**src/rtl/up_down_pkg.sv**
```systemverilog
// Shared types and default sizing for the bounce counter.
package up_down_pkg;

   typedef enum logic {DIR_UP, DIR_DOWN} dir_t;

   localparam int CNT_WIDTH_DEF = 5;
   localparam int CNT_MIN_DEF   = 0;
   localparam int CNT_MAX_DEF   = 31;

endpackage

```
**src/rtl/up_down_counter_if.sv**
```systemverilog
// Enable/count bundle between a controller (master) and the counter (slave).
interface up_down_counter_if #(
   parameter int WIDTH = 5
);
   logic             enable;
   logic [WIDTH-1:0] count;

   modport master (output enable, input  count);
   modport slave  (input  enable, output count);
endinterface

```
**src/rtl/up_down_counter.sv**
```systemverilog
// Bidirectional triangle counter: sweeps CNT_MIN..CNT_MAX..CNT_MIN while enabled,
// presenting each endpoint for exactly one enabled cycle.
module up_down_counter
   import up_down_pkg::*;
#(
   parameter int WIDTH   = CNT_WIDTH_DEF,
   parameter int CNT_MIN = CNT_MIN_DEF,
   parameter int CNT_MAX = CNT_MAX_DEF
) (
   input  logic              clk,
   input  logic              reset,
   up_down_counter_if.slave  bus
);

   generate
      if (CNT_MIN < 0 || CNT_MIN >= CNT_MAX || (CNT_MAX >> WIDTH) != 0) begin : g_bad_params
         $error("up_down_counter: need 0 <= CNT_MIN < CNT_MAX <= 2**WIDTH-1");
      end
   endgenerate

   localparam logic [WIDTH-1:0] MIN_V = WIDTH'(CNT_MIN);
   localparam logic [WIDTH-1:0] MAX_V = WIDTH'(CNT_MAX);
   localparam logic [WIDTH-1:0] ONE   = WIDTH'(1);

   logic [WIDTH-1:0] count_q, count_d;
   dir_t             dir_q, dir_d;

   // Endpoint tests use >= / <= so an out-of-range value is clamped back
   // into the window instead of wrapping.
   always_comb begin
      count_d = count_q;
      dir_d   = dir_q;
      if (bus.enable) begin
         if (dir_q == DIR_UP) begin
            if (count_q >= MAX_V) begin
               if (count_q == MAX_V) begin
                  count_d = MAX_V - ONE;
                  dir_d   = DIR_DOWN;
               end else begin
                  count_d = MAX_V;
               end
            end else begin
               count_d = count_q + ONE;
            end
         end else begin
            if (count_q <= MIN_V) begin
               if (count_q == MIN_V) begin
                  count_d = MIN_V + ONE;
                  dir_d   = DIR_UP;
               end else begin
                  count_d = MIN_V;
               end
            end else begin
               count_d = count_q - ONE;
            end
         end
      end
   end

   always_ff @(posedge clk or negedge reset) begin
      if (!reset) begin
         count_q <= MIN_V;
         dir_q   <= DIR_UP;
      end else begin
         count_q <= count_d;
         dir_q   <= dir_d;
      end
   end

   assign bus.count = count_q;

endmodule

```
**src/flat_wrapper.sv**
```systemverilog
// flat-port wrapper written by rule: the top's interface ports become plain ports
module up_down_counter_flat import up_down_pkg::*;
#(
   parameter int WIDTH   = CNT_WIDTH_DEF,
   parameter int CNT_MIN = CNT_MIN_DEF,
   parameter int CNT_MAX = CNT_MAX_DEF
)
  (clk, reset, bus_enable, bus_count);
  up_down_counter_if #(.WIDTH(WIDTH)) bus_i ();
  input  logic clk;
  input  logic reset;
  input wire logic [$bits(bus_i.enable)-1:0] bus_enable;
  output wire logic [$bits(bus_i.count)-1:0] bus_count;
  assign bus_i.enable = bus_enable;
  assign bus_count = bus_i.count;
  up_down_counter #(.WIDTH(WIDTH), .CNT_MIN(CNT_MIN), .CNT_MAX(CNT_MAX)) u_core (.clk(clk), .reset(reset), .bus(bus_i));
endmodule
```
**config.mk**
```make
export PLATFORM = sky130hd
export DESIGN_NAME = up_down_counter_flat
export DESIGN_NICKNAME = d
export VERILOG_FILES = /design/src/rtl/up_down_pkg.sv /design/src/rtl/up_down_counter_if.sv /design/src/rtl/up_down_counter.sv /design/src/flat_wrapper.sv
export SDC_FILE = /design/constraint.sdc
export NUM_CORES = 1
export LEC_CHECK = 0
export ABC_CLOCK_PERIOD_IN_PS = 1800
export BUFFER_PORTS_ARGS = -buffer_cell sky130_fd_sc_hd__buf_2
export CORE_AREA = 3 3 40 42
export CTS_BUF_LIST = sky130_fd_sc_hd__clkbuf_2
export CTS_CLUSTER_DIAMETER = 40
export DETAILED_ROUTE_END_ITERATION = 16
export DIE_AREA = 0 0 43 45
export GPL_TIMING_DRIVEN = 0
export PLACE_DENSITY = 0.63
export SKIP_LAST_GASP = 1
export SYNTH_ARGS = -nofsm -noshare
export SYNTH_HDL_FRONTEND = slang
export SYNTH_SLANG_ARGS = --single-unit
```
**constraint.sdc**
```tcl
create_clock -name clk -period 1.8 [get_ports clk]
set_input_delay 0.36 -clock clk [delete_from_list [all_inputs] [get_ports clk]]
set_output_delay 0.36 -clock clk [all_outputs]
set_load 0.02 [all_outputs]
```
==> results.ini, run 1 <==
[grt]
grtUsageTotal=0.133
grt_pass1_vias=411
grt_pass1_wl_mm=1.86
gr-total-overflow=0
grt_start_max_net_pins=11
antenna_found_initial=0

[final_layout]
nNetsFinal=79
fin_cells=86
seq_area_sq_um=153
syn2layout_area_growth_pct=27.0
multi_input_area_sq_um=320
fin_area_sq_um=636
finish.utilization=0.495
antenna_cells=0
nFillCells=126
drive_gt1_frac=0.324

[sta]
hold_violations=0
finalCritPeriodShare=0.957
finalWorstSetupSlack_ps=76.7
fin_worst_skew_ps=10.3
hold_ws_ps=465
final-max-slew-violation-count=0
slew_headroom=0.751
period_needed_ps=1720
fmax_mhz=580
worst_slew_pin_slew_ps=373
rsz0062_at_grt=no
finalSetupTns_ps=0
setup_viol=0

[die]
dieArea_sq_mm=0.00194
initial_core_util=0.389
core-area_sq_mm=0.00128
ios=8
die_h_microns=45
rows=13
die_w_microns=43

[detailed_routing]
wl_mm=1.17
wl_met2_microns=548
routed.top_layer=met4
vias_per_cell=5.45
wl_per_cell_microns=13.6
routedLengthMet1_microns=535
dr.pass1.iters=4
vias=469
drtIter0Drc=6
wl_met3_microns=72
ant_nets=0
route.detailed.drc=0

[pwr]
p_per_area_mw_per_mm2=1710
power.leakage_nw=0.283
ir_drop_mv=0.695
power.total_mw=1.08

[worst_setup_path]
critPathKind=register to register
required_ps=1940
critPathArrivalTime_ps=1870
startpoint_type=register
rr_worst_depth=5
reg2reg_slack_ps=80
critPathMaxFanout=6
end_kind=register

[clock_network]
clock-root-buffer=clkbuf_2
path_clk_slew_ps=80
cts_made_buffers=3
clkLatencyLatePin_ps=250
cts_buffer_depth=2
cts.sinks=6
htreeDepth=1
cts_tree=done

[synth]
synth-main-ff-cell=dfrtp_1
async_flop_share=1.00
seq_area_frac_synth=0.300
yosys.area.top_type=dfrtp_1
yosys-top-cells-count=6 x dfrtp_1, 4 x ha_1, 4 x inv_1
ys.warnings.count=0
synth_seq_cells=6
yosysTopAreaCellShare=0.300
avgSynthCellArea_sq_um=9.10
yosysUniqueCellTypes=29
netlist_area_sq_um=500
synthCells=55
synth_area_leaders=dfrtp_1 30%, ha_1 10%, nor4b_1 5.2%, buf_6 4.5%, nor2b_1 3.8%
yosysMostFrequentCell=dfrtp_1
synth_nets=62
synth_edf_count=0

[outcome]
status=finished clean

[job]
drv_cap=0

[hold_path]
min_path_type=input port to asynchronous set/reset pin

[placed_design]
dp_hpwl_microns=837
gp_congestion=0.803
dp_slack_ps=-0.147
dp.cells=77
dpl_cell_area_sq_um=559
io_buffers=7

[sequential cells by signal, summed over array words and instances (netlist names)]
signal	count
u_core.bus.count	5
u_core.dir_q	1
[where the power goes]
part	internal (mW)	switching, mW
clock network	0.0589	0.0608
registers	0.201	0.0553
logic	0.333	0.375
[critical path, stage by stage, from the launching register on]
cell and delay [ps]:
dfrtp_2 430, ha_1 220, and3_2 240, ha_4 180, a2111o_1 340, a31o_1 200
[area by class of cell]
class | count | area share
Tap cell | 15 | 0.0295
Inverter | 4 | 0.0236
Multi-Input combinational cell | 40 | 0.504
Clock buffer | 4 | 0.0315
Timing Repair Buffer | 12 | 0.118
Buffer | 5 | 0.0531
Sequential cell | 6 | 0.240
[per-layer routing]
metal | up-vias | global-route usage
met5 | - | 0
met4 | 0 | 0.0542
met3 | 3 | 0.0598
met2 | 16 | 0.207
met1 | 215 | 0.161
li1 | 235 | -
[worst paths after layout]
kind	from	end
max	u_core.bus.count[0]	u_core.bus.count[1]
min	reset	u_core.bus.count[3]
max reg2reg	u_core.bus.count[0]	u_core.bus.count[1]
min reg2reg	u_core.bus.count[1]	u_core.bus.count[1]
max in group asynchronous	reset	u_core.bus.count[1]
min in group clk	bus_enable	u_core.bus.count[3]
[cell usage in the layout, fill, tap and decap left out, drive strengths merged, types with 3 or more instances in the layout]
cell type   n
ha          4
dfrtp       6
a21oi       3
buf        13
o21ai       4
clkbuf      7
nor2b       3
nor4b       3
inv         4
[what timing repair did]
item,4_1_cts,5_1_grt
buffers inserted,1,3
setup endpoints to repair,1,1
resized for setup,0,2
endpoints found under the hold margin,6,0
cloned,0,0
hold buffers,1,0
[logic make-up (layout without fill, tap and decap cells)]
group                      after synthesis  after routing  synth area share
AOI/OAI and AO/OA                       17             17             0.240
and+or+nand+nor                         17             17             0.228
adders and majority gates                4              4             0.100
DFF                                      6              6             0.300
buffers and inverters                    9             25            0.0975
xor gates and xnor gates                 2              2            0.0350
Note: power is estimated with default switching activity, not from simulation.
==> run 2, diff against run 1 <==
- SETUP_SLACK_MARGIN: not set -> 0.1
==> results.ini, run 2 (synthesis results as in run 1) <==
[worst_setup_path]
cp_common_cell=ha_4
required_ps=1910  ; -30 ps
cp_top_family=compound AO/OA/AOI/OAI gates
startpoint_type=register
critPathArrivalTime_ps=1750  ; -120 ps
critPathMaxFanout=6  ; unchanged
end_kind=register
critPathSlowestCell=dfrtp_2
cpPeakStageDelay_ps=450  ; +20 ps
critPathKind=register to register
path_buf_inv=0  ; unchanged
crit_chain=ha_4 -> and3_4 -> ha_4 -> a2111o_1 -> a31o_1

[final_layout]
mostFrequentLayoutCell=buf_2
drive_gt1_frac=0.309  ; -0.0151
antenna_cells=0  ; unchanged
final_cell_mix=7 x buf_2, 4 x inv_1, 4 x dfrtp_1
nNetsFinal=77  ; -2.5%
syn2layout_area_growth_pct=28.0
largest_reg_flops=5  ; unchanged
fin_cells=83  ; -3.5%
nFillCells=132  ; +4.8%
multi_input_area_sq_um=345  ; +7.8%
seq_area_sq_um=153  ; unchanged

[sta]
rsz0062_at_grt=yes
worst_slew_pin_slew_ps=446  ; +73.1 ps
fmax_mhz=612  ; +5.4%
slew_headroom=0.703  ; -0.0488
finalCritPeriodShare=0.908  ; -0.0491
finalSetupTns_ps=0  ; unchanged
period_needed_ps=1640  ; -88.3 ps
hold_violations=0  ; unchanged
fin_worst_skew_ps=8.28  ; -2.05 ps
final-max-slew-violation-count=0  ; unchanged
setup_viol=0  ; unchanged

[pwr]
power.total_mw=1.07  ; -0.84%
p_per_area_mw_per_mm2=1680  ; -1.6%
power.leakage_nw=0.270  ; -4.3%
ir_drop_mv=0.734  ; +5.6%

[detailed_routing]
drtIter0Drc=6  ; unchanged
wl_mm=1.17  ; +0.17%
wl_per_cell_microns=14.1  ; +3.8%
route.detailed.drc=0  ; unchanged
dr.pass1.iters=4  ; unchanged
vias_per_cell=5.73  ; +5.2%
ant_nets=0  ; unchanged
vias=476  ; +1.5%

[clock_network]
clkLatencyLatePin_ps=230  ; -20 ps
cts_made_buffers=3  ; unchanged
htreeDepth=1  ; unchanged
cts_buffer_depth=2  ; unchanged
path_clk_slew_ps=70  ; about the same
cts_tree=done
cts.sinks=6  ; unchanged
clock-root-buffer=clkbuf_2

[die]
dieArea_sq_mm=0.00194  ; unchanged
die_h_microns=45  ; unchanged
rows=13  ; unchanged
ios=8  ; unchanged
die_w_microns=43  ; unchanged
core-area_sq_mm=0.00128  ; unchanged
initial_core_util=0.389  ; unchanged

[grt]
gr-total-overflow=0  ; unchanged
grt_pass1_vias=451  ; +9.7%
grt_start_max_net_pins=11  ; unchanged
grtUsageTotal=0.145  ; +0.0118
grt_pass1_wl_mm=2.06  ; +11%
antenna_found_initial=0  ; unchanged

[placed_design]
dp_hpwl_microns=837  ; unchanged
gp_congestion=0.741  ; -7.8%
dp.cells=77  ; unchanged
io_buffers=7  ; unchanged

[outcome]
status=finished clean

[hold_path]
min_path_type=input port to asynchronous set/reset pin

[job]
drv_cap=0  ; unchanged

==> run 2: cell types whose count changed in the layout (fill, tap and decap cells not counted), sizes merged <==
cell    delta
buf        -2
clkbuf     -1
==> run 2: path summary, 6_finish.rpt <==
path	cells after the start	end	from	slack, ps
min in group clk	4	u_core.bus.count[3]	bus_enable	640
worst min register to register	3	u_core.bus.count[2]	u_core.bus.count[2]	710
worst max-delay path	5	u_core.bus.count[1]	u_core.bus.count[0]	160
worst max register to register	5	u_core.bus.count[1]	u_core.bus.count[0]	160
worst min-delay path	2	u_core.bus.count[3]	reset	480
max in group asynchronous	2	u_core.bus.count[1]	reset	1150
==> run 2: power by group <==
group	switching (mW)	internal (mW)	leakage, nW
logic	0.381	0.326	0.184
clock network	0.0520	0.0452	0.0125
registers	0.0702	0.201	0.0739
total	0.503	0.572	0.270
==> run 2: metrics by stage <==
step | worst slack [ps] | utilization | hold slack [ps] | cell area (sq um)
6_report | 165 | 0.499 | 483 | 641
5_1_grt | 89.6 | 0.499 | 486 | 641
4_1_cts | 122 | 0.480 | 474 | 617
3_5_place_dp | 81.5 | 0.456 | 194 | 586
3_3_place_gp | 63.7 | 0.456 | 192 | 586
2_1_floorplan | 148 | - | 64.4 | 532
==> run 2: layout make-up <==
cell class                      instances  area share
Multi-Input combinational cell         40       0.539
Sequential cell                         6       0.238
Timing Repair Buffer                   10      0.0938
Tap cell                               15      0.0293
Clock buffer                            3      0.0234
Inverter                                4      0.0234
Buffer                                  5      0.0527
==> run 2: routing by layer <==
layer | part of all wire | up-vias | global-route usage | wire length (microns)
li1 | - | 231 | - | -
met1 | 0.47 | 230 | 0.178 | 551
met2 | 0.48 | 11 | 0.246 | 560
met3 | 0.027 | 4 | 0.0120 | 32
met4 | 0.025 | 0 | 0.0904 | 29
met5 | 0 | - | 0 | 0
==> run 2: repair_timing <==
action,in CTS,in global routing
setup buffers,0,2
hold endpoints to repair,6,0
hold buffers,1,0
setup endpoints to repair,1,1
cloned,0,0
gates resized for setup,1,1
==> run 2: worst reg2reg max path, cell delays in order, from the launching register on <==
cell and delay (ps):
dfrtp_2 450, ha_4 170, and3_4 180, ha_4 180
a2111o_1 340, a31o_1 200
